## src/rtl/cm0_debugslave_arbiter.sv

```systemverilog
// Round-robin arbiter sharing one Cortex-M0 debug slave port between NUM_MASTERS debug masters.
// Latency: request seen in IDLE -> core request next cycle; core ready -> master ready one cycle later (min 3 cycles).
// Backpressure: masters hold their request until their one-cycle SLVREADYMM pulse; optional timeout aborts a stuck core.
module cm0_debugslave_arbiter #(
    parameter int NUM_MASTERS = 2,
    parameter int ADDR_W      = 32,
    parameter int DATA_W      = 32,
    parameter int TIMEOUT     = 0
) (
    input  logic                          DCLK,
    input  logic                          DBGRESETn,
    input  logic [2*NUM_MASTERS-1:0]      SLVTRANSMM,
    input  logic [2*NUM_MASTERS-1:0]      SLVSIZEMM,
    input  logic [NUM_MASTERS-1:0]        SLVWRITEMM,
    input  logic [ADDR_W*NUM_MASTERS-1:0] SLVADDRMM,
    input  logic [DATA_W*NUM_MASTERS-1:0] SLVWDATAMM,
    output logic [DATA_W-1:0]             SLVRDATAMM,
    output logic [NUM_MASTERS-1:0]        SLVREADYMM,
    output logic                          SLVRESPMM,
    output logic [1:0]                    SLVTRANSMS,
    output logic [1:0]                    SLVSIZEMS,
    output logic                          SLVWRITEMS,
    output logic [ADDR_W-1:0]             SLVADDRMS,
    output logic [DATA_W-1:0]             SLVWDATAMS,
    input  logic [DATA_W-1:0]             SLVRDATAMS,
    input  logic                          SLVREADYMS,
    input  logic                          SLVRESPMS,
    output logic                          TIMEOUTERR
);

    // Master indices fit in two bits since at most four masters are supported.
    localparam int              IDX_W   = 2;
    localparam bit              TO_EN   = (TIMEOUT != 0);
    localparam logic [15:0]     TO_LAST = TO_EN ? 16'(TIMEOUT - 1) : 16'd0;

    typedef enum logic [1:0] {
        ST_IDLE = 2'd0,
        ST_REQ  = 2'd1,
        ST_RESP = 2'd2
    } state_t;

    state_t                   state_q, state_d;
    logic [IDX_W-1:0]         rr_q, rr_d;
    logic [IDX_W-1:0]         grant_q, grant_d;
    logic [15:0]              timer_q, timer_d;
    logic [1:0]               trans_q, trans_d;
    logic [1:0]               size_q, size_d;
    logic                     write_q, write_d;
    logic [ADDR_W-1:0]        addr_q, addr_d;
    logic [DATA_W-1:0]        wdata_q, wdata_d;
    logic [DATA_W-1:0]        rdata_q, rdata_d;
    logic                     resp_q, resp_d;
    logic [NUM_MASTERS-1:0]   ready_q, ready_d;
    logic                     toerr_q, toerr_d;

    logic [3:0]               req_pad;
    logic                     req_found;
    logic [IDX_W-1:0]         gnt_idx;
    logic [2:0]               cand;
    logic [1:0]               sel_trans;
    logic [1:0]               sel_size;
    logic                     sel_write;
    logic [ADDR_W-1:0]        sel_addr;
    logic [DATA_W-1:0]        sel_wdata;

    // Collect request-valid bits, zero-padded so any two-bit index is in range.
    always_comb begin
        req_pad = '0;
        for (int m = 0; m < NUM_MASTERS; m++) begin
            req_pad[m] = SLVTRANSMM[2*m+1];
        end
    end

    // Round-robin search: first requester at or after the pointer, wrapping at NUM_MASTERS.
    always_comb begin
        req_found = 1'b0;
        gnt_idx   = rr_q;
        cand      = '0;
        for (int i = 0; i < NUM_MASTERS; i++) begin
            cand = {1'b0, rr_q} + 3'(i);
            if (cand >= 3'(NUM_MASTERS)) begin
                cand = cand - 3'(NUM_MASTERS);
            end
            if (!req_found && req_pad[cand[1:0]]) begin
                req_found = 1'b1;
                gnt_idx   = cand[1:0];
            end
        end
    end

    // Select the attributes of the master picked by the search.
    always_comb begin
        sel_trans = '0;
        sel_size  = '0;
        sel_write = 1'b0;
        sel_addr  = '0;
        sel_wdata = '0;
        for (int m = 0; m < NUM_MASTERS; m++) begin
            if (IDX_W'(m) == gnt_idx) begin
                sel_trans = SLVTRANSMM[2*m +: 2];
                sel_size  = SLVSIZEMM[2*m +: 2];
                sel_write = SLVWRITEMM[m];
                sel_addr  = SLVADDRMM[ADDR_W*m +: ADDR_W];
                sel_wdata = SLVWDATAMM[DATA_W*m +: DATA_W];
            end
        end
    end

    // Next-state logic for the IDLE -> REQ -> RESP transfer sequence and all registered outputs.
    always_comb begin
        state_d = state_q;
        rr_d    = rr_q;
        grant_d = grant_q;
        timer_d = timer_q;
        trans_d = trans_q;
        size_d  = size_q;
        write_d = write_q;
        addr_d  = addr_q;
        wdata_d = wdata_q;
        rdata_d = rdata_q;
        resp_d  = resp_q;
        ready_d = '0;
        toerr_d = toerr_q;

        case (state_q)
            ST_IDLE: begin
                if (req_found) begin
                    grant_d = gnt_idx;
                    trans_d = sel_trans;
                    size_d  = sel_size;
                    write_d = sel_write;
                    addr_d  = sel_addr;
                    wdata_d = sel_wdata;
                    timer_d = '0;
                    state_d = ST_REQ;
                end
            end
            ST_REQ: begin
                timer_d = timer_q + 16'd1;
                // Core ready takes priority over a timeout landing on the same cycle.
                if (SLVREADYMS) begin
                    rdata_d = SLVRDATAMS;
                    resp_d  = SLVRESPMS;
                    trans_d = '0;
                    state_d = ST_RESP;
                    for (int m = 0; m < NUM_MASTERS; m++) begin
                        ready_d[m] = (IDX_W'(m) == grant_q);
                    end
                end else if (TO_EN && (timer_q == TO_LAST)) begin
                    rdata_d = '0;
                    resp_d  = 1'b1;
                    toerr_d = 1'b1;
                    trans_d = '0;
                    state_d = ST_RESP;
                    for (int m = 0; m < NUM_MASTERS; m++) begin
                        ready_d[m] = (IDX_W'(m) == grant_q);
                    end
                end
            end
            ST_RESP: begin
                // Granted master is still driving its request here, so nothing is sampled.
                rr_d    = (grant_q == IDX_W'(NUM_MASTERS - 1)) ? '0 : grant_q + 1'b1;
                timer_d = '0;
                state_d = ST_IDLE;
            end
            default: begin
                state_d = ST_IDLE;
            end
        endcase
    end

    // State and output registers with synchronous active-low reset.
    always_ff @(posedge DCLK) begin
        if (!DBGRESETn) begin
            state_q <= ST_IDLE;
            rr_q    <= '0;
            grant_q <= '0;
            timer_q <= '0;
            trans_q <= '0;
            size_q  <= '0;
            write_q <= 1'b0;
            addr_q  <= '0;
            wdata_q <= '0;
            rdata_q <= '0;
            resp_q  <= 1'b0;
            ready_q <= '0;
            toerr_q <= 1'b0;
        end else begin
            state_q <= state_d;
            rr_q    <= rr_d;
            grant_q <= grant_d;
            timer_q <= timer_d;
            trans_q <= trans_d;
            size_q  <= size_d;
            write_q <= write_d;
            addr_q  <= addr_d;
            wdata_q <= wdata_d;
            rdata_q <= rdata_d;
            resp_q  <= resp_d;
            ready_q <= ready_d;
            toerr_q <= toerr_d;
        end
    end

    assign SLVTRANSMS = trans_q;
    assign SLVSIZEMS  = size_q;
    assign SLVWRITEMS = write_q;
    assign SLVADDRMS  = addr_q;
    assign SLVWDATAMS = wdata_q;
    assign SLVRDATAMM = rdata_q;
    assign SLVRESPMM  = resp_q;
    assign SLVREADYMM = ready_q;
    assign TIMEOUTERR = toerr_q;

endmodule
```

## config.mk

```make
export PLATFORM = sky130hd
export DESIGN_NAME = cm0_debugslave_arbiter
export DESIGN_NICKNAME = d
export VERILOG_FILES = /design/src/rtl/cm0_debugslave_arbiter.sv
export SDC_FILE = /design/constraint.sdc
export NUM_CORES = 1
export LEC_CHECK = 0
export CORE_MARGIN = 2
export CORE_UTILIZATION = 30
export DETAILED_ROUTE_END_ITERATION = 10
export HOLD_SLACK_MARGIN = 0.03
export PLACE_DENSITY = 0.73
export SETUP_SLACK_MARGIN = 0.05
export SLEW_MARGIN = 20
export SYNTH_ARGS = -nofsm -noshare
export SYNTH_HDL_FRONTEND = slang
export SYNTH_SLANG_ARGS = --single-unit
export TNS_END_PERCENT = 20
```

## constraint.sdc

```tcl
create_clock -name DCLK -period 1.6 [get_ports DCLK]
set_input_delay 0.16 -clock DCLK [delete_from_list [all_inputs] [get_ports DCLK]]
set_output_delay 0.16 -clock DCLK [all_outputs]
set_load 0.02 [all_outputs]
```

Yosys cells after proc, flatten, opt, wreduce, memory -nomap -nowiden
Index checks and enable logic that the tools add are counted.

cells by class
  add/subtract/negate cells = 4
  multiplexer cells = 27
  eq/ne operators = 7
  $lt $le $gt $ge = 4
  reductions and logical operators = 11

operators with widths
  kind                                                  count
  2-to-1 mux 32 bit                                     4
  2-to-1 mux 2 bit                                      13
  case mux 2 bit (2 select lines)                       2
  logical NOT 2 bit                                     3
  < comparator 2 x 3 -> 1 bit (second input constant)   2
  2-to-1 mux 1 bit                                      6
  AND reduction 2 bit                                   3
  AND reduction 3 bit                                   2
  binary-select mux 1 bit (select 2 bit)                2
  == test 1 x 2 -> 1 bit (first input constant)         2
  == test 2 x 1 -> 1 bit (second input constant)        2
  inequality test 2 bit (second input constant)         2
  subtractor 2 bit (second input constant)              2
  adder 2 x 1 -> 3 bit (second input constant)          1
  >= comparator 3 x 2 -> 1 bit (second input constant)  1
  adder 2 x 1 -> 2 bit (second input constant)          1
  == test 2 bit (second input constant)                 1
  >= comparator 2 bit (second input constant)           1
  nonzero test 2 bit                                    1
  logical AND 1 bit                                     1
  logical NOT 1 bit                                     1

storage, ports and cells
  word-level logic and storage cells = 64
  input bits = 174
  flip-flop bits (word level) = 110
  output and inout port bits = 105

Logic depth before layout (Yosys ltp)
Gate-level depths: netlist of the first run.

  depth in word-level cells = 13
  mapped depth = 6

Worst setup path before layout of the first run
Ideal clock, no wire load.

  path kind = reg-to-reg
  from = register rr_q[0]
  to = register addr_q[12], in the netlist SLVADDRMS[12]
  data required time = 1.480 ns
  path buffers = 2
  cell stages (with the launch flop) = 7
  clock period less this slack = 1.405 ns
  data arrival time = 1.285 ns
  setup slack = 0.195 ns
  cells stage by stage = dfxtp_1 nor2b_1 o31ai_4 buf_2 buf_6 a221oi_2 nor2_1

between the ends
  longest elaborated chain between the ends = 11

ends and longest elaborated chain
  what                                                           line  text
  start, declared                                                43    logic [IDX_W-1:0] rr_q, rr_d;
  start signal, assigned                                         190   rr_q <= rr_d;
  branches (longest 11 deep; another with adder 2 x 1 -> 3 bit)  -
  end signal, assigned                                           196   addr_q <= addr_d;
  end, declared                                                  49    logic [ADDR_W-1:0] addr_q, addr_d;

Several ways; the timed one is not identified. The select of a mux whose other input is x is not followed.
A chain may end at the register's enable or synchronous reset.

Worst setup path after layout of the first run
  from = register wdata_q[7], in the netlist SLVWDATAMS[7]
  to = output SLVWDATAMS[7]

RTL lines
  what                    line  text
  start, declared         50    logic [DATA_W-1:0] wdata_q, wdata_d;
  start signal, assigned  197   wdata_q <= wdata_d;
  end, declared           24    output logic [DATA_W-1:0] SLVWDATAMS,

No word-level cell between the ends.

==> summary.json, run 1 <==
{
  "global_route": {
    "grt_first_pass_wirelength_um": 23700,
    "antenna_violations_before_repair": 0,
    "grt_usage": 0.183,
    "overflow_left_after_global_routing": 0,
    "grt_max_degree": 59,
    "first_global_vias": 4746
  },
  "worst_hold_path": {
    "worst_hold_path_ep": "state_q[0]",
    "timing.hold.worst.start": "DBGRESETn",
    "worst_min_delay_path_category": "in2reg",
    "worst_hold_path.num_cells": 2
  },
  "floorplan": {
    "dieWidth_um": 126,
    "num_io_pins": 279,
    "die_y_um": 126,
    "start_util": 0.307,
    "floorplan.core_area_um2": 14500,
    "placement_rows": 44,
    "dieArea_um2": 15800
  },
  "clocking": {
    "path_clk_slew_ns": 0.07,
    "holdBufCountCts": 0,
    "cts_buffers": 9,
    "clk_path_buf_depth": 2,
    "cts_root_buf": "sky130_fd_sc_hd__clkbuf_16",
    "post_cts_buffers": 0,
    "tritoncts": "built",
    "cts_num_sinks": 110,
    "clock_insertion_delay_worst_skew_ns": 0.34,
    "cts_max_level": 3,
    "cts_resized": 0
  },
  "job": {
    "number_of_violations_of_the_max_capacitance_limit": 0
  },
  "logic_synthesis": {
    "ys_ff_latch": 110,
    "part_of_the_yosys_area_used_for_sequential_elements": 0.494,
    "synth_fp_nets": 666,
    "yosysUniqueCellTypes": 30,
    "synth.avg_cell_area_um2": 9.06,
    "post_synth_inst_count": 492,
    "synth.yosys.warnings": 0,
    "syn-cell-area_um2": 4460
  },
  "setup_path": {
    "cp_data_arrival_time_ns": 1.37,
    "r2r-start": "rr_q[0]",
    "critPathMaxStageDelay_ns": 0.64,
    "cp.buffers_inverters": 1,
    "critical_path_class": "reg2out",
    "timing.reg2reg.setup_slack_ns": 0.11,
    "critPathTopFamily": "buffers and inverters",
    "reg2regPathDepth": 5,
    "required_ns": 1.44,
    "regToRegEndpoint": "SLVADDRMS[9]",
    "timing.critical_path.to_type": "output port",
    "crit_path_cell_trace": "clkdlybuf4s50_1",
    "cp_max_fo": 2,
    "cp-start-kind": "flip-flop",
    "crit_path_top_delay_cell": "sky130_fd_sc_hd__clkdlybuf4s50_1"
  },
  "layout": {
    "final_layout_size_suffix_gt1_frac": 0.0821,
    "num_antenna_cells": 0,
    "final.fill_count": 1310,
    "area.growth.synth_to_final_pct": 73.6,
    "fin_nets": 926,
    "post-route-util": 0.532
  },
  "drt": {
    "drt-initial-drc-count": 244,
    "drt-wirelength-per-cell_um": 16.2,
    "totalWireLength_um": 15200,
    "drt_antenna_net_count": 0,
    "drt_pass1_iterations": 4,
    "vias": 4737,
    "drc": 0,
    "vias_per_cell": 5.04
  },
  "timing": {
    "achievable-frequency_ghz": 0.655,
    "final.setup_skew_ns": 0.00689,
    "drv_slew": 0,
    "final-hold-violation-count": 0,
    "finalSetupViolCount": 0,
    "final.period_utilization": 0.954,
    "unrepaired_setup_endpoints_after_global_routing": "yes",
    "final_period_minus_worst_setup_slack_ns": 1.53
  },
  "placed_design": {
    "place_hpwl_um": 11300,
    "gp_routability_congestion": 0.877,
    "port_buffer_count": 277
  },
  "power": {
    "power_per_cell_area_nw_per_um2": 930,
    "ir_drop_mv": 0.531,
    "static-leakage-power_nw": 2.81,
    "report.power.total_mw": 7.19
  },
  "status": {
    "status": "completed"
  }
}
[synthesized netlist by cell type (all sizes together)]
library cell / number / area (um^2)
dfxtp: 110 / 2200
nand2: 69 / 259
o21ai: 69 / 349
a221oi: 68 / 721
nor2: 68 / 255
a21boi: 35 / 263
clkbuf: 32 / 120
buf: 16 / 110
nor3b: 4 / 30.0
nor2b: 3 / 18.8
a21oi: 2 / 10.0
inv: 2 / 7.51
nand2b: 2 / 12.5
o21a: 2 / 15.0
a22o: 1 / 8.76
a32oi: 1 / 8.76
and2: 1 / 6.26
and3: 1 / 6.26
and3b: 1 / 8.76
conb: 1 / 3.75
nand3b: 1 / 7.51
nor3: 1 / 5.00
o21bai: 1 / 7.51
o31ai: 1 / 21.3
[area by class of cell]
cell class	count	area, um^2	area share
Clock buffer	12	246	0.0319
Tap cell	184	230	0.0297
Multi-Input combinational cell	332	2040	0.264
Timing Repair Buffer	297	3000	0.387
Inverter	2	7.51	0.000970
Clock inverter	2	10.0	0.00129
Sequential cell	110	2200	0.285
[kinds of logic after synthesis]
logic type	count (synthesis)	synth area share
and+or+nand+nor	151	0.137
buffers and inverters	50	0.0533
other	1	0.000841
DFF	110	0.494
AOI/OAI and AO/OA	180	0.315
[where the power goes]
group / total, mW / switching [mW] / leakage (nW) / internal [mW]
logic: 2.08 / 0.990 / 1.77 / 1.09
registers: 3.12 / 0.135 / 0.907 / 2.99
clock network: 1.99 / 0.911 / 0.128 / 1.08
total: 7.19 / 2.04 / 2.81 / 5.16
[cells in the final DEF, fill, tap and decap left out, types with 9 or more instances in the layout]
| cell | n |
|---|---|
| sky130_fd_sc_hd__dfxtp_1 | 109 |
| sky130_fd_sc_hd__a21boi_0 | 34 |
| sky130_fd_sc_hd__nor2_1 | 67 |
| sky130_fd_sc_hd__clkdlybuf4s50_1 | 276 |
| sky130_fd_sc_hd__a221oi_2 | 22 |
| sky130_fd_sc_hd__clkbuf_16 | 9 |
| sky130_fd_sc_hd__o21ai_0 | 64 |
| sky130_fd_sc_hd__nand2_1 | 69 |
| sky130_fd_sc_hd__buf_4 | 13 |
| sky130_fd_sc_hd__a221oi_1 | 46 |
[how the worst max path moves through the flow]
stage,depth (start not counted),from,endpoint,slack (ns)
after global placement,7,SLVTRANSMM[1],SLVADDRMS[9],-0.18
after global routing,5,rr_q[0],SLVWDATAMS[2],0.01
after CTS,5,rr_q[0],SLVWDATAMS[17],0.05
after floorplan,6,rr_q[0],SLVADDRMS[12],0.20
final,1,SLVWDATAMS[7],SLVWDATAMS[7],0.07
after detailed placement,7,SLVTRANSMM[1],SLVWDATAMS[17],-0.21
[through the flow]
step	area, um^2	std cells	hold WS [ns]	setup TNS, ns	setup WS, ns
floorplan	4460	492	0.305	0	0.195
global placement	7460	925	0.450	-7.18	-0.180
detailed placement	7460	925	0.458	-9.28	-0.206
CTS	7720	939	0.199	0	0.0520
global route	7740	939	0.227	0	0.0100
finish	7740	939	0.213	0	0.0736
[layer usage]
layer  vias up  global-route usage  part of all wire
met2       219               0.309              0.47
met4         0              0.0957             0.039
li1       2284                   -                 -
met5         -                   0                 0
met1      2194               0.211              0.41
met3        40              0.0518             0.079
[registers in the layout, summed over array words and instances (netlist names)]
name,cells
rr_q,2
SLVREADYMM,2
SLVRDATAMM,32
SLVWDATAMS,32
state_q,2
SLVTRANSMS,2
SLVWRITEMS,1
SLVSIZEMS,2
SLVADDRMS,32
grant_q,2
SLVRESPMM,1
(Power assumes the default switching activity.)
==> inputs of run 2 (changes only) <==
clock period = 1.8 ns   (was 1.6 ns; I/O delays follow)
==> run 2 against run 1 <==
Critical path depth is 4 higher. First-iteration DRC count is 1.6% higher. Critical endpoint is now SLVWDATAMS[8]. Highest routed layer unchanged. Clock-buffer cell count is 3 lower.
==> summary.json, run 2 (synthesis results as in run 1) <==
{
  "layout": {
    "area.growth.synth_to_final_pct": 74.0,
    "final_common_cell": "sky130_fd_sc_hd__clkdlybuf4s50_1",
    "most-common-layout-cells": "sky130_fd_sc_hd__clkdlybuf4s50_1, sky130_fd_sc_hd__dfxtp_1, sky130_fd_sc_hd__nand2_1",
    "final_non_filler_cell_total": 939,
    "num_antenna_cells": 0,
    "layout.cell_area.non_filler_um2": 7750,
    "final_layout_size_suffix_gt1_frac": 0.0781,
    "fin_nets": 924
  },
  "setup_path": {
    "regToRegEndpoint": "SLVWDATAMS[8]",
    "required_ns": 2.03,
    "critical_path_class": "reg2reg",
    "critPathTopFamily": "compound AO/OA/AOI/OAI gates",
    "cp.buffers_inverters": 1,
    "timing.critical_path.to_type": "flip-flop",
    "r2r-start": "rr_q[0]",
    "reg2regPathDepth": 5,
    "critPathMaxStageDelay_ns": 0.39,
    "crit_path_top_delay_cell": "sky130_fd_sc_hd__dfxtp_1",
    "cp-start-kind": "flip-flop",
    "crit_path_cell_trace": "nor2b_1 > o31ai_4 > buf_4 > a221oi_1 > nor2_1",
    "cp_data_arrival_time_ns": 1.77,
    "cp_max_fo": 26,
    "timing.reg2reg.setup_slack_ns": 0.27
  },
  "timing": {
    "unrepaired_setup_endpoints_after_global_routing": "no",
    "final_period_minus_worst_setup_slack_ns": 1.53,
    "final.setup.tns_ns": 0,
    "achievable-frequency_ghz": 0.653,
    "finalSetupViolCount": 0,
    "final.period_utilization": 0.851,
    "drv_slew": 0,
    "final_critical_path_setup_slack_ns": 0.269,
    "final-hold-violation-count": 0,
    "final.setup_skew_ns": 0.00476
  },
  "global_route": {
    "grt_usage": 0.187,
    "antenna_violations_before_repair": 0,
    "grt_first_pass_wirelength_um": 24000,
    "first_global_vias": 4701,
    "overflow_left_after_global_routing": 0,
    "grt_max_degree": 55
  },
  "clocking": {
    "post_cts_buffers": 0,
    "clock_insertion_delay_worst_skew_ns": 0.35,
    "cts_resized": 0,
    "cts_num_sinks": 110,
    "tritoncts": "built",
    "holdBufCountCts": 0,
    "cts_max_level": 3,
    "cts_root_buf": "sky130_fd_sc_hd__clkbuf_16",
    "clk_path_buf_depth": 2,
    "path_clk_slew_ns": 0.07,
    "cts_buffers": 9
  },
  "drt": {
    "drt_antenna_net_count": 0,
    "route.layer.met1.wl_um": 6090,
    "totalWireLength_um": 15300,
    "drt-initial-drc-count": 248,
    "vias": 4703,
    "drt-wirelength-per-cell_um": 16.3,
    "drc": 0,
    "total_met3_wirelength_after_detailed_routing_um": 1340,
    "top_layer": "met4",
    "drt_pass1_iterations": 5,
    "vias_per_cell": 5.01,
    "routed-wl-met2_um": 7530
  },
  "placed_design": {
    "port_buffer_count": 277,
    "post-place-ws_ns": -0.0650,
    "gp_routability_congestion": 0.879,
    "placement.cell_area_um2": 7460,
    "numPlacedInstances": 923,
    "place_hpwl_um": 11300
  },
  "floorplan": {
    "die_y_um": 126,
    "dieArea_um2": 15800,
    "num_io_pins": 279,
    "placement_rows": 44,
    "dieWidth_um": 126,
    "start_util": 0.307,
    "floorplan.core_area_um2": 14500
  },
  "worst_hold_path": {
    "timing.hold.worst.start": "DBGRESETn",
    "worst_hold_path_ep": "state_q[0]",
    "worst_hold_path.num_cells": 2,
    "worst_min_delay_path_category": "in2reg"
  },
  "status": {
    "status": "completed"
  },
  "job": {
    "number_of_violations_of_the_max_capacitance_limit": 0
  },
  "power": {
    "power.share.sequential": 0.418,
    "report.power.total_mw": 6.63,
    "total_switching_power_mw": 1.92,
    "ir_drop_mv": 0.717,
    "power.switching_fraction": 0.290,
    "static-leakage-power_nw": 2.82,
    "clock_power_share": 0.303,
    "power.share.combinational": 0.278,
    "internal_power_mw": 4.71,
    "power_per_cell_area_nw_per_um2": 855
  }
}
## run 2: cell count changes in the layout (fill, tap and decap cells not counted), sizes merged
cell / delta
clkinv: +2
inv: +2
buf: -2
bufinv: +1
clkbuf: -3
## run 2: area by class of cell
cell class,instances,area (um^2)
clock buffer,9,225
clock inverter,7,71.3
sequential,110,2200
multi-input combinational,332,2030
fill,1326,6780
tap,184,230
timing repair buffer,295,2990
inverter,2,7.51
## run 2: routing by layer
metal	up-vias	GRT usage
met2	211	0.327
met5	-	0
met3	24	0.0735
li1	2285	-
met1	2183	0.210
met4	0	0.0588
## run 2: power groups by stage
stage                     registers [mW]  logic [mW]  clock network [mW]
final                               2.77        1.84                2.01
after global routing                2.80        1.97                2.17
after CTS                           2.78        1.86                2.08
after detailed placement            2.83        1.85                   0
after global placement              2.82        1.82                   0
after floorplan                     3.08       0.559                   0
## run 2: worst max-delay path by stage
stage	from	end	slack [ns]	depth (start not counted)
after global placement	SLVTRANSMM[1]	SLVWDATAMS[6]	-0.003	7
after global routing	rr_q[0]	SLVWDATAMS[27]	0.16	5
after CTS	SLVWDATAMS[7]	SLVWDATAMS[7]	0.24	1
final	rr_q[0]	SLVWDATAMS[8]	0.27	5
after floorplan	rr_q[0]	SLVADDRMS[12]	0.40	6
after detailed placement	SLVTRANSMM[1]	SLVWDATAMS[8]	-0.06	7
## run 2: per-stage QoR
stage	util	hold slack, ns
3_3_place_gp	0.513	0.450
3_5_place_dp	0.513	0.456
2_1_floorplan	-	0.325
5_1_grt	0.533	0.261
4_1_cts	0.533	0.245
6_report	0.533	0.249
